$ cat src/rtl/gcid_node_router.sv
// Maps {z,y,x} global cell IDs to owning FPGA node and steers records to local or remote outputs.
// Two-stage valid/ready pipeline: S1 decodes the node, S2 holds the steered record.
module gcid_node_router #(
  parameter int unsigned GCID_W        = 3,
  parameter int unsigned DATA_W        = 96,
  parameter int unsigned CPN_LOG2      = 1,
  parameter int unsigned X_NODES       = 2,
  parameter int unsigned Y_NODES       = 2,
  parameter int unsigned Z_NODES       = 2,
  parameter int unsigned NODE_ID_W     = 3,
  parameter int unsigned LOCAL_NODE_ID = 0,
  parameter int unsigned CNT_W         = 16
) (
  input  logic                   clk,
  input  logic                   rst_n,
  input  logic [3*GCID_W-1:0]    i_gcid,
  input  logic [DATA_W-1:0]      i_data,
  input  logic                   i_valid,
  output logic                   o_ready,
  output logic                   o_local_valid,
  output logic [3*GCID_W-1:0]    o_local_gcid,
  output logic [DATA_W-1:0]      o_local_data,
  input  logic                   i_local_ready,
  output logic                   o_remote_valid,
  output logic [NODE_ID_W-1:0]   o_remote_node_id,
  output logic [3*GCID_W-1:0]    o_remote_gcid,
  output logic [DATA_W-1:0]      o_remote_data,
  input  logic                   i_remote_ready,
  input  logic                   i_clr_cnt,
  output logic [CNT_W-1:0]       o_local_cnt,
  output logic [CNT_W-1:0]       o_remote_cnt,
  output logic                   o_err_range
);

  localparam int unsigned GID_W = 3 * GCID_W;

  logic                 s1_full;
  logic [GID_W-1:0]     s1_gcid;
  logic [DATA_W-1:0]    s1_data;
  logic [GID_W-1:0]     s2_gcid;
  logic [DATA_W-1:0]    s2_data;
  logic [NODE_ID_W-1:0] s2_node_id;

  logic [31:0]          nx_c, ny_c, nz_c;
  logic                 range_err_c;
  logic [NODE_ID_W-1:0] node_id_c;
  logic                 is_local_c;
  logic                 local_hs_c, remote_hs_c;
  logic                 s2_drain_c, s2_free_c;
  logic                 s1_advance_c, s1_load_c, s2_load_c;

  // S1 decode: node coordinates, grid range check, linear node ID
  always_comb begin
    nx_c        = 32'(s1_gcid[GCID_W-1:0]) >> CPN_LOG2;
    ny_c        = 32'(s1_gcid[2*GCID_W-1:GCID_W]) >> CPN_LOG2;
    nz_c        = 32'(s1_gcid[3*GCID_W-1:2*GCID_W]) >> CPN_LOG2;
    range_err_c = (nx_c >= X_NODES) | (ny_c >= Y_NODES) | (nz_c >= Z_NODES);
    node_id_c   = NODE_ID_W'(nz_c * X_NODES * Y_NODES + ny_c * X_NODES + nx_c);
    is_local_c  = (node_id_c == NODE_ID_W'(LOCAL_NODE_ID));
  end

  // Flow control: errored records leave S1 without needing room in S2
  always_comb begin
    local_hs_c   = o_local_valid & i_local_ready;
    remote_hs_c  = o_remote_valid & i_remote_ready;
    s2_drain_c   = local_hs_c | remote_hs_c;
    s2_free_c    = ~(o_local_valid | o_remote_valid) | s2_drain_c;
    s1_advance_c = s1_full & (range_err_c | s2_free_c);
    o_ready      = ~s1_full | s1_advance_c;
    s1_load_c    = i_valid & o_ready;
    s2_load_c    = s1_advance_c & ~range_err_c;
  end

  always_ff @(posedge clk or negedge rst_n) begin
    if (!rst_n) begin
      s1_full <= 1'b0;
      s1_gcid <= '0;
      s1_data <= '0;
    end else if (s1_load_c) begin
      s1_full <= 1'b1;
      s1_gcid <= i_gcid;
      s1_data <= i_data;
    end else if (s1_advance_c) begin
      s1_full <= 1'b0;
    end
  end

  // S2 holds one steered record; exactly one output valid while full
  always_ff @(posedge clk or negedge rst_n) begin
    if (!rst_n) begin
      o_local_valid  <= 1'b0;
      o_remote_valid <= 1'b0;
      s2_node_id     <= '0;
      s2_gcid        <= '0;
      s2_data        <= '0;
    end else if (s2_load_c) begin
      o_local_valid  <= is_local_c;
      o_remote_valid <= ~is_local_c;
      s2_node_id     <= node_id_c;
      s2_gcid        <= s1_gcid;
      s2_data        <= s1_data;
    end else if (s2_drain_c) begin
      o_local_valid  <= 1'b0;
      o_remote_valid <= 1'b0;
    end
  end

  assign o_local_gcid     = s2_gcid;
  assign o_local_data     = s2_data;
  assign o_remote_gcid    = s2_gcid;
  assign o_remote_data    = s2_data;
  assign o_remote_node_id = s2_node_id;

  // Saturating statistics and sticky range error; clear wins over same-cycle updates
  always_ff @(posedge clk or negedge rst_n) begin
    if (!rst_n) begin
      o_local_cnt  <= '0;
      o_remote_cnt <= '0;
      o_err_range  <= 1'b0;
    end else if (i_clr_cnt) begin
      o_local_cnt  <= '0;
      o_remote_cnt <= '0;
      o_err_range  <= 1'b0;
    end else begin
      if (local_hs_c && (o_local_cnt != '1)) o_local_cnt <= o_local_cnt + CNT_W'(1);
      if (remote_hs_c && (o_remote_cnt != '1)) o_remote_cnt <= o_remote_cnt + CNT_W'(1);
      if (s1_advance_c && range_err_c) o_err_range <= 1'b1;
    end
  end

endmodule

$ cat config.mk
export PLATFORM = sky130hd
export DESIGN_NAME = gcid_node_router
export DESIGN_NICKNAME = d
export VERILOG_FILES = /design/src/rtl/gcid_node_router.sv
export SDC_FILE = /design/constraint.sdc
export NUM_CORES = 1
export LEC_CHECK = 0
export BUFFER_PORTS_ARGS = -buffer_cell sky130_fd_sc_hd__buf_2
export CORE_MARGIN = 2
export CORE_UTILIZATION = 30
export CTS_CLUSTER_DIAMETER = 40
export DETAILED_ROUTE_END_ITERATION = 12
export GPL_TIMING_DRIVEN = 0
export PLACE_DENSITY = 0.48
export SLEW_MARGIN = 20
export SYNTH_ARGS = -nofsm -noshare
export SYNTH_HDL_FRONTEND = slang
export SYNTH_SLANG_ARGS = --single-unit
$ cat constraint.sdc
create_clock -name clk -period 5.05 [get_ports clk]
set_input_delay 0.505 -clock clk [delete_from_list [all_inputs] [get_ports clk]]
set_output_delay 0.505 -clock clk [all_outputs]
set_load 0.02 [all_outputs]
After elaboration in Yosys (flattened, before gate mapping):

Cells that the tools add are included.

* bitwise operators: 16
* order comparisons: 3
* shifts and indexed selects: 0
* equal/unequal tests: 2
* divide/modulo/power cells: 0
* multiplexer cells: 11
* $mul: 0
* reduce and logical (&&, ||, !) cells: 9
* add/sub/neg operators: 4

Operator list (number)
* 16-bit 2-to-1 mux: 4
* 16-bit by 1-bit adder with 16-bit output, second input constant: 2
* 16-bit inequality test, second input constant: 2
* 2-bit nonzero test: 5
* 1-bit 2-to-1 mux: 7
* 1-bit OR: 7
* 2-bit greater-or-equal comparator, second input constant: 3
* 1-bit bitwise AND: 5
* 1-bit inverter: 4
* 3-bit by 2-bit adder with 3-bit output: 1
* 3-bit adder: 1
* 1-bit logical AND: 3
* 3-bit logical NOT: 1

* bits of input ports: 111
* bits in read-only memories: 0
* bits in writable memories: 0
* bits in latches: 0
* memories kept: 0
* output and inout bits: 249
* register bits: 249

Logic depth before layout (Yosys ltp):

* depth after elaboration: 8
* depth in mapped cells: 7

Worst setup path before layout:

No wires, ideal clock.

* kind: input to register
* start: input port i_local_ready
* end: register s1_data[0]
* path slack: 2.888 ns
* cell stages on the path: 6
* setup time: 0.128 ns
* arrival: 2.034 ns
* data required time: 4.922 ns
* path through: a22o_1 > or3b_1 > nand2_1 > buf_4 > buf_4 > mux2_1

* word-level cells in the longest chain between the ends: 7

Ends and longest elaborated chain
* start: declaration: RTL line 23 `input logic i_local_ready,`
* 1-bit bitwise AND: RTL line 64 `local_hs_c = o_local_valid & i_local_ready;`
* 1-bit OR: RTL line 66 `s2_drain_c = local_hs_c | remote_hs_c;`
* 1-bit OR: RTL line 67 `s2_free_c = ~(o_local_valid | o_remote_valid) | s2_drain_c;`
* 1-bit OR: RTL line 68 `s1_advance_c = s1_full & (range_err_c | s2_free_c);`
* 1-bit bitwise AND: RTL line 68
* 1-bit OR: RTL line 69 `o_ready = ~s1_full | s1_advance_c;`
* via o_ready: RTL line 19 `output logic o_ready,`
* 1-bit bitwise AND: RTL line 70 `s1_load_c = i_valid & o_ready;`
* end signal: assignment: RTL line 82 `s1_data <= i_data;`
* end: declaration: RTL line 39 `logic [DATA_W-1:0] s1_data;`

The timed path passes the listed nets, and every way through them passes these cells.
A chain may end at the register's enable or synchronous reset.

Worst setup path in the final report:

* start: register s1_gcid[5]
* end: register s1_gcid[5]

* word-level cells in the longest chain between the ends: 7

Ends and longest elaborated chain
* start: declaration: RTL line 38 `logic [GID_W-1:0] s1_gcid;`
* start signal: assignment: RTL line 81 `s1_gcid <= i_gcid;`
* 2-bit greater-or-equal comparator: RTL line 57 `range_err_c = (nx_c >= X_NODES) | (ny_c >= Y_NODES) | (nz_c >= Z_NODES);`
* 1-bit OR (2 in a row): RTL line 57
* 1-bit OR: RTL line 68
* 1-bit bitwise AND: RTL line 68
* 1-bit OR: RTL line 69
* 1-bit bitwise AND: RTL line 70

No other way between the ends.

==> results.toml <==
[routing]
viasPerCell = 4.467
avgRoutedWirePerCell_um = 16.64
wirelength_um = 28000
drcViolationCount = 0
antenna_left = 0
via_count = 7513
drt_pass1_iterations = 4
drtIter0Drc = 256

[placed_design]
io_buffer_count = 359
dp_hpwl_um = 20530
post-place-ws_ns = 2.222
dpl-instance-area_um2 = 13170
gp_congestion = 0.7846

[synth]
synth-warning-count = 0
synth_nets = 893
synth_seq_area_share = 0.5786
yosysTopAreaCell = "dfrtp_1"
synthCells = 779
syn-cell-area_um2 = 10730
synth-seq-cells = 248
syn_area_per_cell_um2 = 13.77
ys_types = 47
synth_top_area_frac = 0.5786
yosys-top-cells-area = "dfrtp_1 (58%), mux2_2 (17%), buf_4 (7.8%), mux2_1 (5.2%), a21oi_1 (1.2%)"

[cells_and_area]
fillers = 3416
area_growth_pct = 37.12
layout-drive-gt1-share = 0.6103
design_area_um2 = 14710
finalNetCount = 1299

[cts]
ctsResizeCount = 0
clk-insertion-delay-late_ns = 0.52
clockBufferDepth = 3
cts_setup_buffers = 0
cts-root-buf = "clkbuf_16"
numCtsBuffers = 43
htreeDepth = 2
clkSinkCount = 248
cts_tree = "yes"
clk_pin_slew_worst_paths_ns = 0.05
cts_hold_buf = 0

[timing]
fin_crit_sh = 0.5034
final_hold_viol_count = 0
max_freq_mhz = 393.4
relSlewSlack = 0.5364
whs_ns = 0.009352
rsz0062_at_grt = "false"
slew_violations = 0
period_minus_slack_ns = 2.542
worst_pin_slew_ns = 0.6890
finalWorstSetupSlack_ns = 2.508
setup_viol = 0
clock_skew_ns = 0.01832

[die]
rows = 69
start_util = 0.3030
ios = 360
die_y_um = 193.1
dieArea_um2 = 37280
die_w_um = 193.1
coreArea_um2 = 35400

[worst_setup_path]
r2r-start = "s1_gcid[5]"
r2r_end = "s1_gcid[5]"
path_class = "reg2reg"
crit_end = "s1_gcid[5]"
r2r_slack_ns = 2.51
crit_path_end_kind = "flop"
critPathArrivalTime_ns = 2.92
cp_max_fo = 10
start_kind = "flop"
worstSetupStartpoint = "s1_gcid[5]"
worstPathRequired_ns = 5.43
worstRegToRegCells = 6

[global_route]
grt_pass1_wl_um = 42840
antenna_found_initial = 10
grt_max_degree = 90
grtUsageTotal = 0.1484
grt_overflow = 0
grt_pass1_vias = 7404

[pwr]
netSwitchingFraction = 0.3414
power_frac_clock = 0.334
leakagePower_nw = 7.110
power.switching_mw = 3.110
p_int_mw = 5.999
power.density_nw_per_um2 = 619.3
combPwrFrac = 0.343
peakVddDrop_mv = 0.3923
p_total_mw = 9.108
p_seq_frac = 0.323

[hold_path]
hp-class = "in2async"

[run_status]
outcome = "finished, final reports clean"

[run]
drv_cap = 0
[final cells by class]
class | instances | area [um^2] | share of cell area
Buffer | 138 | 999.7 | 0.06797
Clock buffer | 57 | 1220 | 0.08294
Sequential cell | 248 | 6206 | 0.4219
Clock inverter | 22 | 314.1 | 0.02135
Multi-Input combinational cell | 386 | 3498 | 0.2379
Inverter | 7 | 26.28 | 0.001786
Timing Repair Buffer | 361 | 1862 | 0.1266
Antenna cell | 2 | 5.005 | 0.0003403
Tap cell | 461 | 576.8 | 0.03922
[registers in the layout, summed over array words and instances, names as in the netlist]
register          cells
o_err_range           1
o_remote_cnt         16
o_local_data         96
o_local_cnt          16
o_remote_valid        1
o_local_gcid          9
o_local_valid         1
s1_gcid               9
s1_full               1
s1_data              96
o_remote_node_id      2
[metrics by stage]
step | std cells | utilization | setup TNS (ns)
floorplan | 779 | - | 0
global placement | 1599 | 0.3701 | -329.63
detailed placement | 1601 | 0.3720 | 0
CTS | 1680 | 0.4154 | 0
global route | 1681 | 0.4154 | 0
finish | 1682 | 0.4155 | 0
[routing by layer]
| layer | vias up | wire length [um] | global-route usage |
|---|---|---|---|
| met5 | - | 99 | 0 |
| met2 | 274 | 13140 | 0.2375 |
| met3 | 63 | 2375 | 0.04760 |
| li1 | 3497 | - | - |
| met4 | 16 | 555 | 0.04079 |
| met1 | 3663 | 11820 | 0.1935 |
[critical path, stage by stage, from the launching register on]
cell     delay, ns
dfrtp_1       0.42
nor4b_2       0.34
or3b_1        0.47
nand2_1       0.30
buf_4         0.28
buf_4         0.25
mux2_1        0.35
[placed cells by master, fill, tap and decap left out, drive strengths merged, types with 2 or more instances in the layout]
cell and instances:
buf 490, dfrtp 248, mux2 214, clkbuf 66, a21oi 25, or4 15, nand2 14, or3 14
nand3 13, o31ai 12, clkinv 12, nor2 11, o21ai 11, nor4 10, nand4 9, inv 9
bufinv 7, and2 4, nor2b 4, nor3 3, ha 3, diode 2, or2 2, nor3b 2
o21a 2, o21ba 2, xnor2 2
[logic make-up after synthesis]
| family | Yosys count | share of synthesized area |
|---|---|---|
| DFF | 248 | 0.5786 |
| muxes | 214 | 0.2247 |
| buffers and inverters | 145 | 0.09565 |
| and+or+nand+nor | 109 | 0.06299 |
| AOI/OAI and AO/OA | 58 | 0.03301 |
| adders and majority gates | 3 | 0.003500 |
| xor gates and xnor gates | 2 | 0.001633 |
[how the worst min path moves through the flow]
stage,to,start,slack [ns]
CTS,o_local_data[42],rst_n,0.01
global route,s1_data[9],rst_n,0.05
floorplan,o_err_range,rst_n,0.21
finish,s1_gcid[1],rst_n,0.009
detailed placement,s1_data[10],s1_data[10],0.48
global placement,s1_data[89],s1_data[89],0.47
[synth_stat cells, drive strengths merged]
cell    instances
a32o            1
nand2          14
and4b           1
nor2           11
o31ai          12
nor4           10
or4            15
a311oi          1
dfrtp         248
a21oi          25
and2            4
a22o            1
xnor2           2
o21a            2
and3            1
clkbuf          9
a31oi           1
or2             2
o41ai           1
nand3b          1
nand2b          1
buf           129
nand4           9
mux2          214
nor3b           2
or3b            1
o21ai          11
ha              3
and4            1
o21ba           2
nand3          13
or3            14
or4b            1
nor4b           1
nor3            3
nor2b           4
inv             7
o22ai           1
[power by group through the flow]
stage	clock network [mW]	logic (mW)	registers, mW
after global routing	3.23	3.35	3.03
after floorplan	0	1.63	3.35
after global placement	0	3.14	2.98
after detailed placement	0	3.16	2.99
after CTS	3.13	3.17	2.97
final	3.04	3.12	2.94
Note: power is estimated with default switching activity, not from simulation.
